===== config.mk =====
export PLATFORM = sky130hd
export DESIGN_NAME = alu_arb_ctrl
export DESIGN_NICKNAME = d
export VERILOG_FILES = /design/src/rtl/alu_pkg.sv /design/src/rtl/alu_core.sv /design/src/rtl/alu_arb_ctrl.sv
export SDC_FILE = /design/constraint.sdc
export NUM_CORES = 1
export LEC_CHECK = 0
export ABC_AREA = 0
export BUFFER_PORTS_ARGS = -buffer_cell sky130_fd_sc_hd__buf_2
export CAP_MARGIN = 20
export CORE_MARGIN = 1.5
export CORE_UTILIZATION = 40
export DETAILED_ROUTE_END_ITERATION = 16
export PLACE_DENSITY = 0.67
export SETUP_SLACK_MARGIN = 0.5
export SYNTH_ARGS = -nofsm -noshare
export SYNTH_HDL_FRONTEND = slang
export SYNTH_SLANG_ARGS = --single-unit

===== constraint.sdc =====
create_clock -name clk -period 3 [get_ports clk]
set_input_delay 0.75 -clock clk [delete_from_list [all_inputs] [get_ports clk]]
set_output_delay 0.75 -clock clk [all_outputs]
set_load 0.05 [all_outputs]

===== src/rtl/alu_pkg.sv =====
// Shared op-code and controller state definitions for the arbitrated ALU.
package alu_pkg;
  localparam int DATA_W  = 8;
  localparam int NUM_REQ = 2;

  typedef enum logic [2:0] {
    OP_ADD = 3'b000,
    OP_SUB = 3'b001,
    OP_AND = 3'b010,
    OP_OR  = 3'b011,
    OP_XOR = 3'b100,
    OP_NOT = 3'b101,
    OP_EQ  = 3'b110,
    OP_CLR = 3'b111
  } alu_op_e;

  typedef enum logic [1:0] {
    ST_IDLE = 2'd0,
    ST_EXEC = 2'd1,
    ST_RESP = 2'd2
  } ctrl_state_e;
endpackage


===== src/rtl/alu_core.sv =====
// Purely combinational 8-bit ALU; results wrap mod 256, no carry/borrow out.
import alu_pkg::*;

module alu_core (
  input  logic [DATA_W-1:0] a,
  input  logic [DATA_W-1:0] b,
  input  logic [2:0]        sel,
  output logic [DATA_W-1:0] result,
  output logic              zero
);
  always_comb begin
    result = '0;
    case (alu_op_e'(sel))
      OP_ADD:  result = a + b;
      OP_SUB:  result = a - b;
      OP_AND:  result = a & b;
      OP_OR:   result = a | b;
      OP_XOR:  result = a ^ b;
      OP_NOT:  result = ~a;
      OP_EQ:   result = (a == b) ? 8'h01 : 8'h00;
      default: result = '0;
    endcase
    zero = (result == '0);
  end
endmodule


===== src/rtl/alu_arb_ctrl.sv =====
// Two-requester round-robin front end sharing one ALU: IDLE grants, EXEC computes,
// RESP holds the registered result until the owner takes it.
// Handshakes: a transfer happens on a rising edge where valid and ready are both high;
// valid is held with stable payload until that edge, ready may change freely.
import alu_pkg::*;

module alu_arb_ctrl #(
  parameter int CNT_W = 16
) (
  input  logic             clk,
  input  logic             rst,
  input  logic [1:0]       req_valid,
  output logic [1:0]       req_ready,
  input  logic [15:0]      req_a,
  input  logic [15:0]      req_b,
  input  logic [5:0]       req_sel,
  output logic [1:0]       rsp_valid,
  input  logic [1:0]       rsp_ready,
  output logic [7:0]       rsp_data,
  output logic             rsp_zero,
  output logic             busy,
  output logic [CNT_W-1:0] op_count,
  output logic [1:0]       dbg_state
);
  ctrl_state_e       state_q, state_d;
  logic              ptr_q, ptr_d;
  logic              owner_q, owner_d;
  logic [7:0]        a_q, a_d;
  logic [7:0]        b_q, b_d;
  logic [2:0]        sel_q, sel_d;
  logic [7:0]        data_q, data_d;
  logic              zero_q, zero_d;
  logic [CNT_W-1:0]  cnt_q, cnt_d;

  logic       gnt_idx;
  logic       grant;
  logic       rsp_hs;
  logic [7:0] alu_result;
  logic       alu_zero;

  // Contention goes to the pointer; a lone requester wins regardless of it.
  always_comb begin
    gnt_idx = (req_valid == 2'b11) ? ptr_q : req_valid[1];
    grant   = (state_q == ST_IDLE) && (req_valid != 2'b00);
    rsp_hs  = (state_q == ST_RESP) && rsp_ready[owner_q];
  end

  alu_core u_alu_core (
    .a      (a_q),
    .b      (b_q),
    .sel    (sel_q),
    .result (alu_result),
    .zero   (alu_zero)
  );

  always_ff @(posedge clk) begin
    if (rst) begin
      state_q <= ST_IDLE;
      ptr_q   <= 1'b0;
      owner_q <= 1'b0;
      a_q     <= '0;
      b_q     <= '0;
      sel_q   <= '0;
      data_q  <= '0;
      zero_q  <= 1'b1;
      cnt_q   <= '0;
    end else begin
      state_q <= state_d;
      ptr_q   <= ptr_d;
      owner_q <= owner_d;
      a_q     <= a_d;
      b_q     <= b_d;
      sel_q   <= sel_d;
      data_q  <= data_d;
      zero_q  <= zero_d;
      cnt_q   <= cnt_d;
    end
  end

  always_comb begin
    state_d = state_q;
    case (state_q)
      ST_IDLE: if (grant) state_d = ST_EXEC;
      ST_EXEC: state_d = ST_RESP;
      ST_RESP: if (rsp_hs) state_d = ST_IDLE;
      default: state_d = ST_IDLE;
    endcase
  end

  always_comb begin
    ptr_d   = ptr_q;
    owner_d = owner_q;
    a_d     = a_q;
    b_d     = b_q;
    sel_d   = sel_q;
    data_d  = data_q;
    zero_d  = zero_q;
    cnt_d   = cnt_q;
    if (grant) begin
      owner_d = gnt_idx;
      a_d     = gnt_idx ? req_a[15:8]  : req_a[7:0];
      b_d     = gnt_idx ? req_b[15:8]  : req_b[7:0];
      sel_d   = gnt_idx ? req_sel[5:3] : req_sel[2:0];
    end
    if (state_q == ST_EXEC) begin
      data_d = alu_result;
      zero_d = alu_zero;
    end
    // Priority moves away from whoever was just served.
    if (rsp_hs) begin
      ptr_d = ~owner_q;
      cnt_d = cnt_q + 1'b1;
    end
  end

  always_comb begin
    req_ready = 2'b00;
    rsp_valid = 2'b00;
    if (grant) req_ready[gnt_idx] = 1'b1;
    if (state_q == ST_RESP) rsp_valid[owner_q] = 1'b1;
    busy      = (state_q != ST_IDLE);
    rsp_data  = data_q;
    rsp_zero  = zero_q;
    op_count  = cnt_q;
    dbg_state = state_q;
  end
endmodule


# Word-level counts from Yosys, hierarchy flattened
# Index checks and enable logic that the tools add are counted.
# word_totals
romBits,0
wordCells,60
latch_bits,0
inputBits,44
out_inout_bits,32
ff_bits,48
n_memories,0
mem_bits_rw,0
# op_classes
n_mux,17
mul,0
n_reduce_logical,10
bitwise_logic,5
magnitude_cmp,4
shifts,0
div_mod_pow,0
eq_ne,12
add_sub_neg,3
# ops
operator,count
one-hot mux 8 bit (7 select lines),1
"adder 16 x 1 -> 16 bit, second input constant",1
2-to-1 mux 8 bit,2
"equality test 3 bit, second input constant",3
adder 8 bit,1
bitwise AND 8 bit,1
equality test 8 bit,1
logical NOT 8 bit,1
2-to-1 mux 2 bit,4
inverter 8 bit,1
OR 8 bit,1
subtractor 8 bit,1
XOR 8 bit,1
"equality test 3 x 2 -> 1 bit, second input constant",2
2-to-1 mux 1 bit,6
one-hot mux 2 bit (3 select lines),1
"equality test 2 bit, second input constant",2
logical AND 1 bit,4
"less-than comparator 1 x 2 -> 1 bit, second input constant",2
"inequality test 2 bit, second input constant",2
nonzero test 2 bit,2
"equality test 3 x 1 -> 1 bit, second input constant",1
logical NOT 3 bit,1
2-to-1 mux 3 bit,1
6 further kinds,8

# Depth between registers and ports, before layout
# logic_depth
depth_word,7
ltp_mapped,9
mapped_depth_nobuf,9

# Cells and area by module
# Synthesis repeated with hierarchy kept, for this count alone.
# unflattened
cells_unflattened,405
hier_area_um2,3315.7
# modules_own_cells
mod,area_each_um2,cells_per_inst,seq_area_each_um2,instances
alu_arb_ctrl,1959.4,215,960.9,1
alu_core,1356.3,190,0.0,1

# Worst setup path after synthesis
# Ideal clock, no wire load.
# synth_path
path_type,flip-flop to output port
startpoint,"register state_q[1], in the netlist dbg_state[1]"
endpoint,output port req_ready[0]
slack_ns,0.424
n_path_buf,1
arrival_time_ns,1.826
required_ns,2.250
stages_incl_launch_ff,5
path_cell_list,dfxtp_1 -> nor2_1 -> inv_1 -> a211oi_1 -> clkbuf_1
# synth_via
elab_chain_len,3
# synth_lines
element,line_no,text
from (decl),alu_arb_ctrl.sv:25,"ctrl_state_e state_q, state_d;"
from (signal assigned),alu_arb_ctrl.sv:68,state_q <= state_d;
logical NOT 2 bit,alu_arb_ctrl.sv:44,grant = (state_q == ST_IDLE) && (req_valid != 2'b00);
logical AND 1 bit,alu_arb_ctrl.sv:44,
2-to-1 mux 2 bit,alu_arb_ctrl.sv:119,if (grant) req_ready[gnt_idx] = 1'b1;
to (decl),alu_arb_ctrl.sv:13,"output logic [1:0] req_ready,"
# Every way passes these cells.

# Worst setup path after layout
# layout_path
startpoint,register a_q[0]
endpoint,"register data_q[6], in the netlist rsp_data[6]"
# layout_via
elab_chain_len,2
word_cells_on_any_way,3
cone_classes,add/sub (2); mux (1)
# layout_lines
element,line_no,text
from (decl),alu_arb_ctrl.sv:28,"logic [7:0] a_q, a_d;"
from (signal assigned),alu_arb_ctrl.sv:61,a_q <= '0;
from (signal assigned),alu_arb_ctrl.sv:71,a_q <= a_d;
subtractor 8 bit or adder 8 bit (tied branches),"alu_core.sv:15, alu_core.sv:14",
one-hot mux 8 bit (7 select lines) (*),alu_core.sv:13,case (alu_op_e'(sel))
to (signal assigned),alu_arb_ctrl.sv:74,data_q <= data_d;
to (decl),alu_arb_ctrl.sv:31,"logic [7:0] data_q, data_d;"
# Every way passes the cells marked *; elsewhere a longest branch is shown, timed or not.
# A chain may end at the register's enable or synchronous reset.

==> metrics.txt <==
run status finished, final reports clean; Final Critical Period 2.40 ns; Crit Path Category reg2reg; top cell family by delay on the critical path compound AO/OA/AOI/OAI gates; clock latency at the later pin of the worst-skew pair about 0.31 ns; count of buffers inserted at the top-level ports 75; root cell of the clock tree clkbuf_8; Max VDD drop around 240 uV; met2 track demand over resource in global routing 31.0%; Post-synth EDFFs 0; all-layer global routing usage 20.2%; adder and majority cell fraction of the synthesized area 11.1%; count of H-tree levels built during CTS 2; cell leakage power 1.56 nW; Arr. time, crit path 2.55 ns; share of synthesized area occupied by flip-flops and latches about a third; number of buffers on the longest clock path 2; max frequency 417 MHz; width of the die approximately 90 um; cell count after synthesis around 360; overflow left after global routing 0; busiest grt layer met2; WL final ~7.9 mm; Die Footprint roughly 0.0082 mm^2; Worst Slack Setup Final between 0.6 and 0.7 ns; layout overhead on the synthesized area 18.0%; net count after synthesis approximately 430; met3 Use GR ~3.1%; worst setup skew after layout between 0.006 and 0.007 ns; FFs w/ async S/R, synth 0%; GR met1 Demand/Resource between 20% and 30%; via count a little under 3k; Initial DRC Count 309; per-cell via count in the routed design ~5.5; kind of end point of the critical path flop; post-synth cell types 53; total number of yosys warnings 0; post-placement worst setup slack between 0.5 and 0.6 ns; Setup Viol. Count Final 0; unrepaired setup endpoints after global routing yes; final estimated routing congestion in global placement about 0.92; area share of and/or/nand/nor cells after synthesis 19.2%; clock-pin slew of the registers on the worst-case setup and hold paths 0.09 ns; number of antenna violations at the first check in global routing 0; final period utilization 79.8%; post-route setup TNS 0 ns; clock buffer count from CTS 5; number of max-cap violations 0; pins over their slew limit 0; ratio of cells with drive above 1 in the final layout 25.8%; number of failing hold endpoints at the final stage 0; largest family of logic cells by synthesized area compound AO/OA/AOI/OAI gates; Avg WL per Cell 15.2 um; detailed placement HPWL 6.02 mm; number of buffers inserted by post-CTS setup repair 0; worst slew pin tran slightly below 0.9 ns; global-route wire length before repair roughly 14 mm; highest-delay cell along the critical path dfxtp_2; Slew Limit Headroom between 40% and 50%; Std-Cell Rows 31; commonest cells after routing, fill and taps aside 75 x buf_2, 61 x nor2_1, 45 x dfxtp_1, 27 x inv_1, 21 x ha_1; most used flip-flop cell after synthesis dfxtp_1; Initial Util about two fifths; worst-path cell chain inv_1, ha_1, fa_2, o21bai_1, a21oi_2, o31ai_2, mux2_2, a221oi_2, a211oi_1; die boundary height about 90 um; Setup crit start kind flop; nets@finish 492; mux share of post-synthesis cell area under 10%; post-synthesis share of cell area spent on xor and xnor gates under 10%; Ports 76; crit-path max FO 4; number of global-route vias before repair around 2.7k; DRC Markers 0; Num Clock Sinks 48; number of antenna-violating nets in the routed design 0; combined area of all synthesized cells 0.00305 mm^2; commonest non-fill, non-tap cell in the layout buf_2; synthesized-area fraction occupied by ao, oa, aoi and oai cells a little under a quarter; syn_area_per_cell between 8 and 9 um^2; power per unit of standard cell area between 400 and 500 mW/mm^2; FILL cells just over 700; number of buffer and inverter instances along the worst setup path 1; maximum number of pins on one net before global-route repair 49; clock tree from TritonCTS done; area of the core region 0.00733 mm^2; worst hold-check path type reg2reg; diode insertion count for antenna repair 0; number of iterations in the first detailed-routing pass 8; #FFs+latches synth 48; stage delay of the slowest cell on the critical path around 0.37 ns; required arrival time at the worst endpoint 3.16 ns
[tightest hold or removal path: cells and delay by family (launching register included)]
family           cells  cell delay, ns
flip-flops           1            0.32
AND/OR/NAND/NOR      2            0.15
[power breakdown]
group,switching [mW],internal (mW),leakage (nW),total [mW]
logic,0.377,0.238,1.12,0.615
registers,0.0514,0.680,0.393,0.731
clock network,0.231,0.184,0.0473,0.415
[metrics by stage]
stage                     cells  area, um^2  total power, mW  util (%)  hold slack, ns
after floorplan             357        3060             1.20         -           0.488
after global placement      514        3480             1.34      47.4           0.487
after detailed placement    514        3480             1.34      47.4           0.486
after CTS                   521        3570             1.76      48.7           0.503
after global routing        521        3600             1.87      49.2           0.523
final                       521        3600             1.76      49.2           0.501
[logic make-up (layout without fill, tap and decap cells)]
kind of cell    Yosys count  after routing
xor+xnor                 18             18
buf+inv                  49            114
fa+ha+maj                26             26
simple gates            120            120
compound gates           90             90
flops                    48             48
mux                       6              6
[cells in the mapped netlist, drive strengths merged (6+ instances only)]
cell type | instances | area [um^2]
a211oi | 13 | 108
nor3 | 7 | 45.0
nand2 | 12 | 45.0
ha | 24 | 300
nor2 | 62 | 235
a221oi | 6 | 58.8
o21ai | 7 | 38.8
dfxtp | 48 | 961
xor2 | 15 | 131
a222oi | 19 | 190
buf | 10 | 71.3
nor2b | 8 | 50.1
a21oi | 12 | 63.8
nand3 | 10 | 50.1
inv | 27 | 101
clkbuf | 12 | 45.0
[repair_timing]
item	CTS	global route
hold endpoints to repair	0	0
hold buffers	0	0
pin swaps	0	1
resized for setup	1	11
endpoints found under the setup margin	2	3
[layout make-up]
type | count | area, um^2 | share of cell area (%)
clock buffers | 6 | 82.6 | 2.29
clock inverters | 1 | 8.76 | 0.243
inverters | 27 | 101 | 2.81
multi-input cells | 260 | 1910 | 53.0
flip-flops and latches | 48 | 965 | 26.8
well taps | 99 | 124 | 3.44
repair buffers | 80 | 413 | 11.5
[path summary, 6_finish.rpt]
kind	start	endpoint	slack [ns]	depth (start not counted)
setup / recovery	a_q[0]	rsp_data[6]	0.60	9
hold / removal	rsp_data[1]	rsp_data[1]	0.50	2
setup reg to reg	a_q[0]	rsp_data[6]	0.60	9
hold reg to reg	rsp_data[1]	rsp_data[1]	0.50	2
[flip-flops by register name (all words and copies together), names as in the netlist]
signal     cells
a_q            8
b_q            8
dbg_state      2
op_count      16
owner_q        1
ptr_q          1
rsp_data       8
rsp_zero       1
sel_q          3
[routing by layer]
layer / routed length, um / up-vias
met3: 596 / 10
li1: - / 1433
met2: 3610 / 118
met1: 3610 / 1328
met5: 0 / -
met4: 102 / 0
Power figures use the tool's default switching activity.
